`config.mk`:
```
export PLATFORM = sky130hd
export DESIGN_NAME = lfsr_match_monitor_flat
export DESIGN_NICKNAME = d
export VERILOG_FILES = /design/src/rtl/lfsr_match_monitor_if.sv /design/src/rtl/lfsr_match_monitor.sv /design/src/flat_wrapper.sv
export SDC_FILE = /design/constraint.sdc
export NUM_CORES = 1
export LEC_CHECK = 0
export CORE_ASPECT_RATIO = 1.2
export CORE_MARGIN = 1
export CORE_UTILIZATION = 50
export DETAILED_ROUTE_END_ITERATION = 8
export GPL_ROUTABILITY_DRIVEN = 0
export HOLD_SLACK_MARGIN = 0.1
export PLACE_DENSITY = 0.81
export REMOVE_ABC_BUFFERS = 1
export SLEW_MARGIN = 20
export SYNTH_ARGS = -nofsm -noshare
export SYNTH_HDL_FRONTEND = slang
export SYNTH_SLANG_ARGS = --single-unit
```
`constraint.sdc`:
```
create_clock -name clk -period 7.45 [get_ports clk]
set_clock_uncertainty 0.15 [all_clocks]
set_input_delay 1.49 -clock clk [delete_from_list [all_inputs] [get_ports clk]]
set_output_delay 1.49 -clock clk [all_outputs]
set_load 0.01 [all_outputs]
```
`src/rtl/lfsr_match_monitor_if.sv`:
```
// rtl/lfsr_match_monitor_if.sv - counter observation, target handshake and status bundle
interface lfsr_match_monitor_if #(
  parameter int WIDTH  = 64,
  parameter int STEP_W = 32,
  parameter int CNT_W  = 16
);
  logic              count;
  logic [WIDTH-1:0]  q;
  logic              tgt_valid;
  logic [WIDTH-1:0]  tgt_data;
  logic              tgt_ready;
  logic              clr;
  logic              match;
  logic              timeout;
  logic [STEP_W-1:0] hit_steps;
  logic [CNT_W-1:0]  match_cnt;
  logic              lockup;

  modport master (
    output count, q, tgt_valid, tgt_data, clr,
    input  tgt_ready, match, timeout, hit_steps, match_cnt, lockup
  );

  modport slave (
    input  count, q, tgt_valid, tgt_data, clr,
    output tgt_ready, match, timeout, hit_steps, match_cnt, lockup
  );
endinterface

```
`src/rtl/lfsr_match_monitor.sv`:
```
// rtl/lfsr_match_monitor.sv - watches an LFSR state word for an armed target, with timeout and lock-up flag
module lfsr_match_monitor #(
  parameter int WIDTH         = 64,
  parameter int STEP_W        = 32,
  parameter int CNT_W         = 16,
  parameter int TIMEOUT_STEPS = 1000
) (
  input  logic clk,
  input  logic rst,
  lfsr_match_monitor_if.slave bus
);
  typedef enum logic [1:0] {IDLE, ARMED, HIT, TMO} state_t;

  localparam logic [STEP_W-1:0] TMO_LIMIT = STEP_W'(TIMEOUT_STEPS);

  state_t            state;
  logic [WIDTH-1:0]  tgt;
  logic [STEP_W-1:0] steps;
  logic [STEP_W-1:0] hit_steps;
  logic [CNT_W-1:0]  match_cnt;
  logic              match;
  logic              timeout;
  logic              lockup;
  logic              z_prev;
  logic              z_now;
  logic              hit;

  assign z_now = (bus.q == '0) && bus.count;
  assign hit   = (state == ARMED) && (bus.q == tgt);

  always_ff @(posedge clk or posedge rst) begin
    if (rst) begin
      state     <= IDLE;
      tgt       <= '0;
      steps     <= '0;
      hit_steps <= '0;
      match_cnt <= '0;
      match     <= 1'b0;
      timeout   <= 1'b0;
      lockup    <= 1'b0;
      z_prev    <= 1'b0;
    end else begin
      match   <= 1'b0;
      timeout <= 1'b0;
      z_prev  <= z_now;
      case (state)
        IDLE: begin
          if (bus.tgt_valid) begin
            tgt   <= bus.tgt_data;
            steps <= '0;
            state <= ARMED;
          end
        end
        ARMED: begin
          // A hit wins over both the advance and the expiry check.
          if (hit) begin
            hit_steps <= steps;
            match     <= 1'b1;
            state     <= HIT;
          end else if (bus.count) begin
            if (steps != '1) steps <= steps + STEP_W'(1);
          end else if (steps == TMO_LIMIT) begin
            timeout <= 1'b1;
            state   <= TMO;
          end
        end
        HIT:     state <= IDLE;
        TMO:     state <= IDLE;
        default: state <= IDLE;
      endcase
      if (bus.clr) begin
        match_cnt <= '0;
        lockup    <= 1'b0;
      end else begin
        if (hit && match_cnt != '1) match_cnt <= match_cnt + CNT_W'(1);
        if (z_prev && z_now) lockup <= 1'b1;
      end
    end
  end

  assign bus.tgt_ready = (state == IDLE);
  assign bus.match     = match;
  assign bus.timeout   = timeout;
  assign bus.hit_steps = hit_steps;
  assign bus.match_cnt = match_cnt;
  assign bus.lockup    = lockup;
endmodule

```
`src/flat_wrapper.sv`:
```
// flat-port wrapper written by rule: the top's interface ports become plain ports
module lfsr_match_monitor_flat 
#(
  parameter int WIDTH         = 64,
  parameter int STEP_W        = 32,
  parameter int CNT_W         = 16,
  parameter int TIMEOUT_STEPS = 1000
)
  (clk, rst, bus_count, bus_q, bus_tgt_valid, bus_tgt_data, bus_clr, bus_tgt_ready, bus_match, bus_timeout, bus_hit_steps, bus_match_cnt, bus_lockup);
  lfsr_match_monitor_if #(.WIDTH(WIDTH), .STEP_W(STEP_W), .CNT_W(CNT_W)) bus_i ();
  input  logic clk;
  input  logic rst;
  input wire logic [$bits(bus_i.count)-1:0] bus_count;
  input wire logic [$bits(bus_i.q)-1:0] bus_q;
  input wire logic [$bits(bus_i.tgt_valid)-1:0] bus_tgt_valid;
  input wire logic [$bits(bus_i.tgt_data)-1:0] bus_tgt_data;
  input wire logic [$bits(bus_i.clr)-1:0] bus_clr;
  output wire logic [$bits(bus_i.tgt_ready)-1:0] bus_tgt_ready;
  output wire logic [$bits(bus_i.match)-1:0] bus_match;
  output wire logic [$bits(bus_i.timeout)-1:0] bus_timeout;
  output wire logic [$bits(bus_i.hit_steps)-1:0] bus_hit_steps;
  output wire logic [$bits(bus_i.match_cnt)-1:0] bus_match_cnt;
  output wire logic [$bits(bus_i.lockup)-1:0] bus_lockup;
  assign bus_i.count = bus_count;
  assign bus_i.q = bus_q;
  assign bus_i.tgt_valid = bus_tgt_valid;
  assign bus_i.tgt_data = bus_tgt_data;
  assign bus_i.clr = bus_clr;
  assign bus_tgt_ready = bus_i.tgt_ready;
  assign bus_match = bus_i.match;
  assign bus_timeout = bus_i.timeout;
  assign bus_hit_steps = bus_i.hit_steps;
  assign bus_match_cnt = bus_i.match_cnt;
  assign bus_lockup = bus_i.lockup;
  lfsr_match_monitor #(.WIDTH(WIDTH), .STEP_W(STEP_W), .CNT_W(CNT_W), .TIMEOUT_STEPS(TIMEOUT_STEPS)) u_core (.clk(clk), .rst(rst), .bus(bus_i));
endmodule
```
# After elaboration in Yosys (flattened, before gate mapping)
# Cells that the tools add are included.
# totals
ff_bits	150
latch_bits	0
ramBits	0
rom_bits	0
output_inout_bits	52
elab_cells	58
memories	0
# op_classes
add_sub_neg	2
n_mul	0
div	0
magnitude_cmp	0
eq_ne	13
shift	0
muxes	20
bitwise_logic	0
n_reduce_logical	14
# op_table
op	n
2-to-1 mux 32 bit	4
equality test 64 bit	1
zero test 64 bit	1
one-hot mux 32 bit (2 select lines)	1
adder 32 x 1 -> 32 bit (second input constant)	1
equality test 32 x 10 -> 1 bit (second input constant)	1
2-to-1 mux 16 bit	2
inequality test 32 bit (second input constant)	1
adder 16 x 1 -> 16 bit (second input constant)	1
inequality test 16 bit (second input constant)	1
2-to-1 mux 1 bit	8
2-to-1 mux 2 bit	4
inequality test 2 bit (second input constant)	4
inequality test 3 x 2 -> 1 bit (second input constant)	2
one-hot mux 2 bit (3 select lines)	1
nonzero test 2 bit	3
AND reduction 5 bit	1
equality test 2 bit (second input constant)	2
logical AND 1 bit	4
AND reduction 2 bit	2
AND reduction 3 bit	1
equality test 2 x 1 -> 1 bit (second input constant)	1
zero test 2 bit	1
OR reduction 2 bit	1

# Logic depth before layout (Yosys ltp)
# Gate-level depths: netlist of the first run.
# depth
word_depth	5
mapped_depth	9

# Least setup slack after synthesis of the first run
# No wires, ideal clock.
# synth_path
path_kind	input port to flip-flop
from	input port bus_q[60]
to	register u_core.match_cnt[15] (netlist: u_core.bus.match_cnt[15])
setup_ns	0.125
arrival_ns	3.003
required_ns	7.175
setup_slack_ns	4.172
path_stages	7
path_buffers	1
path_cell_list	xnor2_1 -> nand4_1 -> nor4_1 -> nand4_1 -> buf_2 -> nor4b_1 -> mux2_2
# synth_between
elab_chain_cells	4
# synth_rtl
item	line	source
start: declaration	flat_wrapper.sv:14	input wire logic [$bits(bus_i.q)-1:0] bus_q;
equality test 64 bit	lfsr_match_monitor.sv:29	assign hit = (state == ARMED) && (bus.q == tgt);
logical AND 1 bit	lfsr_match_monitor.sv:29	
logical AND 1 bit	lfsr_match_monitor.sv:75	if (hit && match_cnt != '1) match_cnt <= match_cnt + CNT_W'(1);
nonzero test 2 bit (no line)	-	
end signal: assignment	lfsr_match_monitor.sv:75	
end: declaration	lfsr_match_monitor.sv:20	logic [CNT_W-1:0] match_cnt;
# Every way passes these cells.
# A chain may end at the register's enable or synchronous reset.

# Worst setup path after layout of the first run
# layout_path
from	input port bus_q[19]
to	register u_core.hit_steps[22] (netlist: u_core.bus.hit_steps[22])
# layout_between
elab_chain_cells	3
# layout_rtl
item	line	source
equality test 64 bit	lfsr_match_monitor.sv:29	
logical AND 1 bit	lfsr_match_monitor.sv:29	
AND reduction 2 bit (no line)	-	
end signal: assignment	lfsr_match_monitor.sv:57	hit_steps <= steps;
end: declaration	lfsr_match_monitor.sv:19	logic [STEP_W-1:0] hit_steps;
# Every way passes these cells.

==> results of run 1 <==
critical path, cell delays in order:
cell	delay [ns]
clkdlybuf4s50_1	0.47
xnor2_1	0.25
nand4_1	0.11
nor4_1	0.48
and4_1	0.71
nand2_2	0.63
mux2_1	0.51
cell usage after synthesis (2+ instances only):
library cell / number
nor4b_1: 3
mux2_2: 23
nand2b_1: 2
buf_1: 8
o21ai_0: 19
o21a_1: 9
xnor2_1: 64
a31oi_1: 34
clkbuf_1: 21
nor2_1: 22
o22a_1: 2
buf_6: 4
dfrtp_1: 150
a41oi_1: 3
nand3_1: 26
and2_1: 4
inv_1: 12
nand2_1: 224
a21o_1: 2
o31a_1: 2
nor3_1: 12
a21oi_1: 23
o31ai_1: 9
or4_1: 11
clkbuf_2: 2
buf_2: 5
o211ai_1: 2
nor2b_1: 6
mux2_1: 8
nor4_1: 25
ha_1: 3
and3_1: 15
nand4_1: 32
a2bb2oi_1: 2
and4_1: 5
final timing paths:
path / endpoint / slack [ns] / cells after the start
worst max-delay path: u_core.bus.hit_steps[22]$_DFFE_PP0P_ / 2.93 / 7
worst min-delay path: u_core.bus.hit_steps[7]$_DFFE_PP0P_ / 0.34 / 1
worst max register to register: u_core.bus.hit_steps[22]$_DFFE_PP0P_ / 4.06 / 6
worst min register to register: u_core.bus.hit_steps[7]$_DFFE_PP0P_ / 0.34 / 1
max in group asynchronous: u_core.steps[2]$_DFFE_PP0P_ / 4.47 / 3
min in group asynchronous: u_core.tgt[20]$_DFFE_PP0P_ / 1.49 / 2
layer usage:
| layer | share of wire | global-route usage |
|---|---|---|
| met1 | 0.40 | 0.356 |
| met2 | 0.50 | 0.469 |
| met3 | 0.068 | 0.0585 |
| met4 | 0.038 | 0.140 |
| met5 | 0 | 0 |
report_power, final:
group	leakage [nW]	internal (W)	total (W)	switching [W]
Clock	0.244	0.000432	0.000775	0.000343
Sequential	1.98	0.000950	0.00107	0.000122
Combinational	2.22	0.000230	0.000456	0.000226
area by class of cell:
type	instances	share of cell area
well taps	200	0.0249
flip-flops and latches	150	0.373
repair buffers	190	0.187
clock inverters	12	0.00820
diodes	2	0.000497
inverters	12	0.00497
multi-input cells	608	0.357
clock buffers	20	0.0444
through the flow:
step | util | std cells | cell area, um2
after detailed placement | 0.653 | 1160 | 9540
after floorplan | - | 770 | 7390
final | 0.690 | 1194 | 10100
after global routing | 0.690 | 1194 | 10100
after global placement | 0.653 | 1160 | 9540
after CTS | 0.690 | 1192 | 10100
sequential cells by signal (all words and copies together) (netlist names):
name and cells:
u_core.bus.match 1, u_core.bus.match_cnt 16, u_core.state 2, u_core.bus.lockup 1
u_core.tgt 64, u_core.bus.hit_steps 32, u_core.bus.timeout 1, u_core.z_prev 1
u_core.steps 32
kinds of logic (layout without fill, tap and decap cells):
family | count (synthesis) | in the layout | share of synthesized area
XOR/XNOR | 64 | 64 | 0.0739
multiplexers | 32 | 32 | 0.0473
other | 0 | 2 | 0
AND/OR/NAND/NOR | 396 | 396 | 0.250
flip-flops | 150 | 150 | 0.495
adder cells (fa/ha/maj) | 3 | 3 | 0.00495
buffers and inverters | 53 | 234 | 0.0318
AO/OA/AOI/OAI | 113 | 113 | 0.0971
placed cells by master, fill, tap and decap left out, drive strengths merged, types with 6 or more instances in the layout:
| cell type | instances |
|---|---|
| nand2 | 225 |
| clkdlybuf4s50 | 184 |
| dfrtp | 150 |
| xnor2 | 64 |
| a31oi | 34 |
| nand4 | 34 |
| mux2 | 31 |
| nor4 | 27 |
| nand3 | 26 |
| a21oi | 24 |
| nor2 | 22 |
| o21ai | 21 |
| clkbuf | 20 |
| and3 | 15 |
| nor3 | 13 |
| inv | 12 |
| or4 | 11 |
| o31ai | 9 |
| o21a | 9 |
| nor2b | 6 |
| clkinvlp | 6 |
| buf | 6 |
| clkinv | 6 |
==> metrics.md, run 1 <==
| Metric | Value |
|---|---|
| Largest buffer count on any clock path | 2 |
| Hold Buf Count CTS | 0 |
| Vias in the first global route | 6,508 |
| Setup crit start | bus_q[19] |
| Post-route DRC | 0 |
| R2r startpoint | u_core.tgt[19]$_DFFE_PP0P_ |
| Post-CTS resize count | 0 |
| Leading area contributor after synthesis | dfrtp_1 |
| Worst VDD drop | 0.000169 V |
| Initial DRC Count | 619 |
| Relative slew slack | 0.347 |
| CTS buffer count | 17 |
| CTS tree | built |
| Initial core utilization | 0.520 |
| Post-route setup slack | 2.93 ns |
| Fmax | 221 MHz |
| Setup TNS | 0 ns |
| Detailed Routing Iterations Pass 1 | 5 |
| Routed vias | 6,782 |
| Final min period | 4.52 ns |
| Die Ht | 137 um |
| Final period util | 0.607 |
| Final ANT Viol Nets | 0 |
| Clock slew seen by the registers of the worst setup and hold paths | 0.06 ns |
| Worst-Margin Slew | 0.980 ns |
| Status | finished, final reports clean |
| Max-Cap Viols | 0 |
| WHS | 0.336 ns |
| Synth Area per Inst | 9.35 um2 |
| Worst skew pair latency | 0.43 ns |
| Layout cells sized above 1 | 0.0726 |
| Area of the multi-input gates | 3590 um2 |
| Setup violators final | 0 |
| CP required | 7.61 ns |
| Die area | 15,700 um2 |
| Worst setup path category | in2reg |
| Post-Place Worst Slack | 2.54 ns |
| Worst EP arrival | 4.68 ns |
| Synthesis warning total | 0 |
| Hold Path Class | reg2reg |
| Leakage | 4.45 nW |
| Root Driver | clkbuf_16 |
| Final WL | 20,700 um |
| IO buf count | 184 |
| Post-Syn Instances | 811 |
| Vias per std cell | 5.68 |
| Antenna violations before repair | 2 |
| Area Overhead vs Synth | 32.7% |
| Seq/Total Area, Yosys | 0.495 |
| Fillers | 1,138 |
| Synthesized area | 7590 um2 |
| DP HPWL | 14,700 um |
| Setup crit end kind | flip-flop |
| CTS H-Tree Depth | 4 |
| Layout net count | 1,115 |
| I/O pin count | 185 |
| Asr flop ratio synth | 1.00 |
| CP max FO | 33 |
| Flip-flop and latch area | 3750 um2 |
| PwrDens | 229 nW/um2 |
| Ys flop type | dfrtp_1 |
| Worst hold start | u_core.bus.hit_steps[7]$_DFFE_PP0P_ |
| FP Rows | 48 |
| Gr ovfl total | 0 |
| Largest net degree at the start of global routing | 108 |
| Synth area leaders | dfrtp_1 49%, nand2_1 11%, xnor2_1 7.4% |
| Avg WL per Cell | 17.4 um |
| Clk sinks | 150 |
| Power Total | 0.00230 W |
| Post-synthesis register bit count | 150 |
| EDFF count, synth | 0 |
| Final Hold Viols | 0 |
| Fin. max-slew vios | 0 |
| Crit start category | primary input |
| Wire length of the first global-routing pass | 33,600 um |
| Setup bufs post-CTS | 0 |
| Cell variety after synth | 52 |
| GRT Resource Usage Total | 0.284 |
| RSZ-0062 raised after global routing | false |
| Core ar. | 14,600 um2 |
| Synth top area share | 0.495 |
| Die X | 114 um |
Note: power is estimated with default switching activity, not from simulation.
==> run 2, diff against run 1 <==
Clock period 7.45 ns to 4.6 ns, I/O delays scaled along.
==> metrics.md, run 2 (synthesis results as in run 1) <==
| Metric | Value |
|---|---|
| R2R cell count | 7 (+1) |
| R2r setup slk | 1.57 ns (-2.49 ns) |
| Routed vias | 6,801 (+0.28%) |
| IO buf count | 184 (unchanged) |
| Layout Cells excl Fill | 1,198 (+0.34%) |
| Flip-flop and latch area | 3750 um2 (unchanged) |
| Layout net count | 1,119 (+0.36%) |
| Area Overhead vs Synth | 34.8% |
| Final min period | 3.60 ns |
| Worst hold start | u_core.bus.hit_steps[7]$_DFFE_PP0P_ |
| Post-route setup slack | 0.996 ns (-1.93 ns) |
| Post-route DRC | 0 (unchanged) |
| Worst EP arrival | 3.76 ns (-0.92 ns) |
| Setup crit end kind | flip-flop |
| Antenna violations before repair | 2 (unchanged) |
| Worst VDD drop | 0.000291 V (+72%) |
| Setup violators final | 0 (unchanged) |
| Max-Cap Viols | 0 (unchanged) |
| Slowest-stage cell, CP | mux2_1 |
| PwrDens | 393 nW/um2 (+72%) |
| R2r startpoint | u_core.tgt[31]$_DFFE_PP0P_ |
| Setup bufs post-CTS | 0 (unchanged) |
| Final Hold Viols | 0 (unchanged) |
| GR met2 Demand/Resource | 0.497 (+0.0286) |
| Leakage | 4.54 nW (+2.1%) |
| I/O pin count | 185 (unchanged) |
| Hold Path Class | reg2reg |
| Top reg by flops | u_core.tgt |
| FP Rows | 48 (unchanged) |
| RR Endpoint | u_core.bus.hit_steps[5]$_DFFE_PP0P_ |
| Largest net degree at the start of global routing | 85 (-21%) |
| DP HPWL | 15,300 um (+4.0%) |
| CP required | 4.75 ns (-2.86 ns) |
| Most frequent cells in the layout | 223 x nand2_1, 184 x clkdlybuf4s50_1, 150 x dfrtp_1 |
| Cells traversed along the worst timing path | clkdlybuf4s50_1, xnor2_1, nand4_1, nor4_1, and4_1, buf_4, nand2_2, mux2_1 |
| Hold Buf Count CTS | 0 (unchanged) |
| Die area | 15,700 um2 (unchanged) |
| CP max FO | 33 (unchanged) |
| Setup TNS | 0 ns (unchanged) |
| M3 GR Usage | 0.0523 (-0.00620) |
| Met1 Usage GRT | 0.347 (-0.00891) |
| Vias per std cell | 5.68 (about the same) |
| Final WL | 21,200 um (+2.3%) |
| CTS tree | built |
| Hold-critical path depth | 1 (unchanged) |
| Final period util | 0.783 |
| Area of the multi-input gates | 3590 um2 (unchanged) |
| Layout cells sized above 1 | 0.0783 (+0.00573) |
| CTS buffer count | 17 (unchanged) |
| GRT Resource Usage Total | 0.286 (+0.00148) |
| Worst-Margin Slew | 0.997 ns (+0.0176 ns) |
| Biggest regs | u_core.tgt x64, u_core.bus.hit_steps x32, u_core.steps x32 |
| Number of cells after detailed placement | 1,164 (+0.34%) |
| Worst path max stage delay | 0.50 ns (-0.21 ns) |
| Detailed Routing Iterations Pass 1 | 5 (unchanged) |
| Crit start category | primary input |
| Fmax | 277 MHz |
| Worst setup path category | in2reg |
| Avg WL per Cell | 17.7 um (+1.9%) |
| Die Ht | 137 um (unchanged) |
| Commonest non-fill, non-tap cell in the layout | nand2_1 |
| Status | finished, final reports clean |
| Initial core utilization | 0.520 (unchanged) |
| Post-CTS resize count | 0 (unchanged) |
| Fillers | 1,121 (-1.5%) |
| Max reg flops | 64 (unchanged) |
| CTS H-Tree Depth | 4 (unchanged) |
| Largest buffer count on any clock path | 2 (unchanged) |
| Post-Place Worst Slack | 0.546 ns (-2.00 ns) |
| Worst Hold End | u_core.bus.hit_steps[7]$_DFFE_PP0P_ |
| RSZ-0062 raised after global routing | false |
| Busiest layer in global routing | met2 |
| Gr ovfl total | 0 (unchanged) |
| Clk sinks | 150 (unchanged) |
| Vias in the first global route | 6,640 (+2.0%) |
| Wire length of the first global-routing pass | 34,000 um (+1.1%) |
| Final ANT Viol Nets | 0 (unchanged) |
| Core ar. | 14,600 um2 (unchanged) |
| Final core occ | 0.701 (+0.0105) |
| Initial DRC Count | 575 (-7.1%) |
| Fin. max-slew vios | 0 (unchanged) |
| Clock slew seen by the registers of the worst setup and hold paths | 0.06 ns (about the same) |
| Root Driver | clkbuf_16 |
| Relative slew slack | 0.335 (-0.0118) |
| Worst skew pair latency | 0.43 ns (about the same) |
| Die X | 114 um (unchanged) |
==> run 2: cell type report <==
class                           count  area share
Timing Repair Buffer              194       0.187
Clock inverter                     15      0.0223
Antenna cell                        2    0.000490
Sequential cell                   150       0.367
Clock buffer                       17      0.0416
Multi-Input combinational cell    608       0.352
Tap cell                          200      0.0245
Inverter                           12     0.00490
==> run 2: power breakdown <==
group	switching [W]	internal [W]
logic	0.000368	0.000376
registers	0.000200	0.00154
clock network	0.000571	0.000967
==> run 2: how the worst max path moves through the flow <==
stage	end	startpoint	slack [ns]	cells after the start
floorplan	u_core.bus.hit_steps[0]$_DFFE_PP0P_	rst	-0.51	1
global placement	u_core.bus.hit_steps[24]$_DFFE_PP0P_	bus_q[31]	0.65	8
detailed placement	u_core.bus.hit_steps[5]$_DFFE_PP0P_	bus_q[31]	0.55	8
CTS	u_core.bus.hit_steps[5]$_DFFE_PP0P_	bus_q[31]	0.99	8
global route	u_core.bus.hit_steps[5]$_DFFE_PP0P_	bus_q[31]	0.88	8
finish	u_core.bus.hit_steps[5]$_DFFE_PP0P_	bus_q[31]	1.0	8
==> run 2: critical path: cells and delay by family <==
family	cells	cell delay [ns]
buf+inv	2	0.70
simple gates	4	1.34
mux	1	0.50
xor+xnor	1	0.28
==> run 2: through the flow <==
stage	total power, W	area [um2]	hold slack, ns
2_1_floorplan	0.00218	7390	0.308
3_3_place_gp	0.00246	9570	0.321
3_5_place_dp	0.00249	9570	0.331
4_1_cts	0.00403	10200	0.345
5_1_grt	0.00418	10200	0.357
6_report	0.00402	10200	0.339
==> run 2: metal layers <==
layer / vias up / wire length [um] / share of wire
met5: - / 0 / 0
met4: 0 / 679 / 0.032
met3: 45 / 1190 / 0.056
met2: 287 / 10900 / 0.51
met1: 3275 / 8460 / 0.40
li1: 3194 / - / -
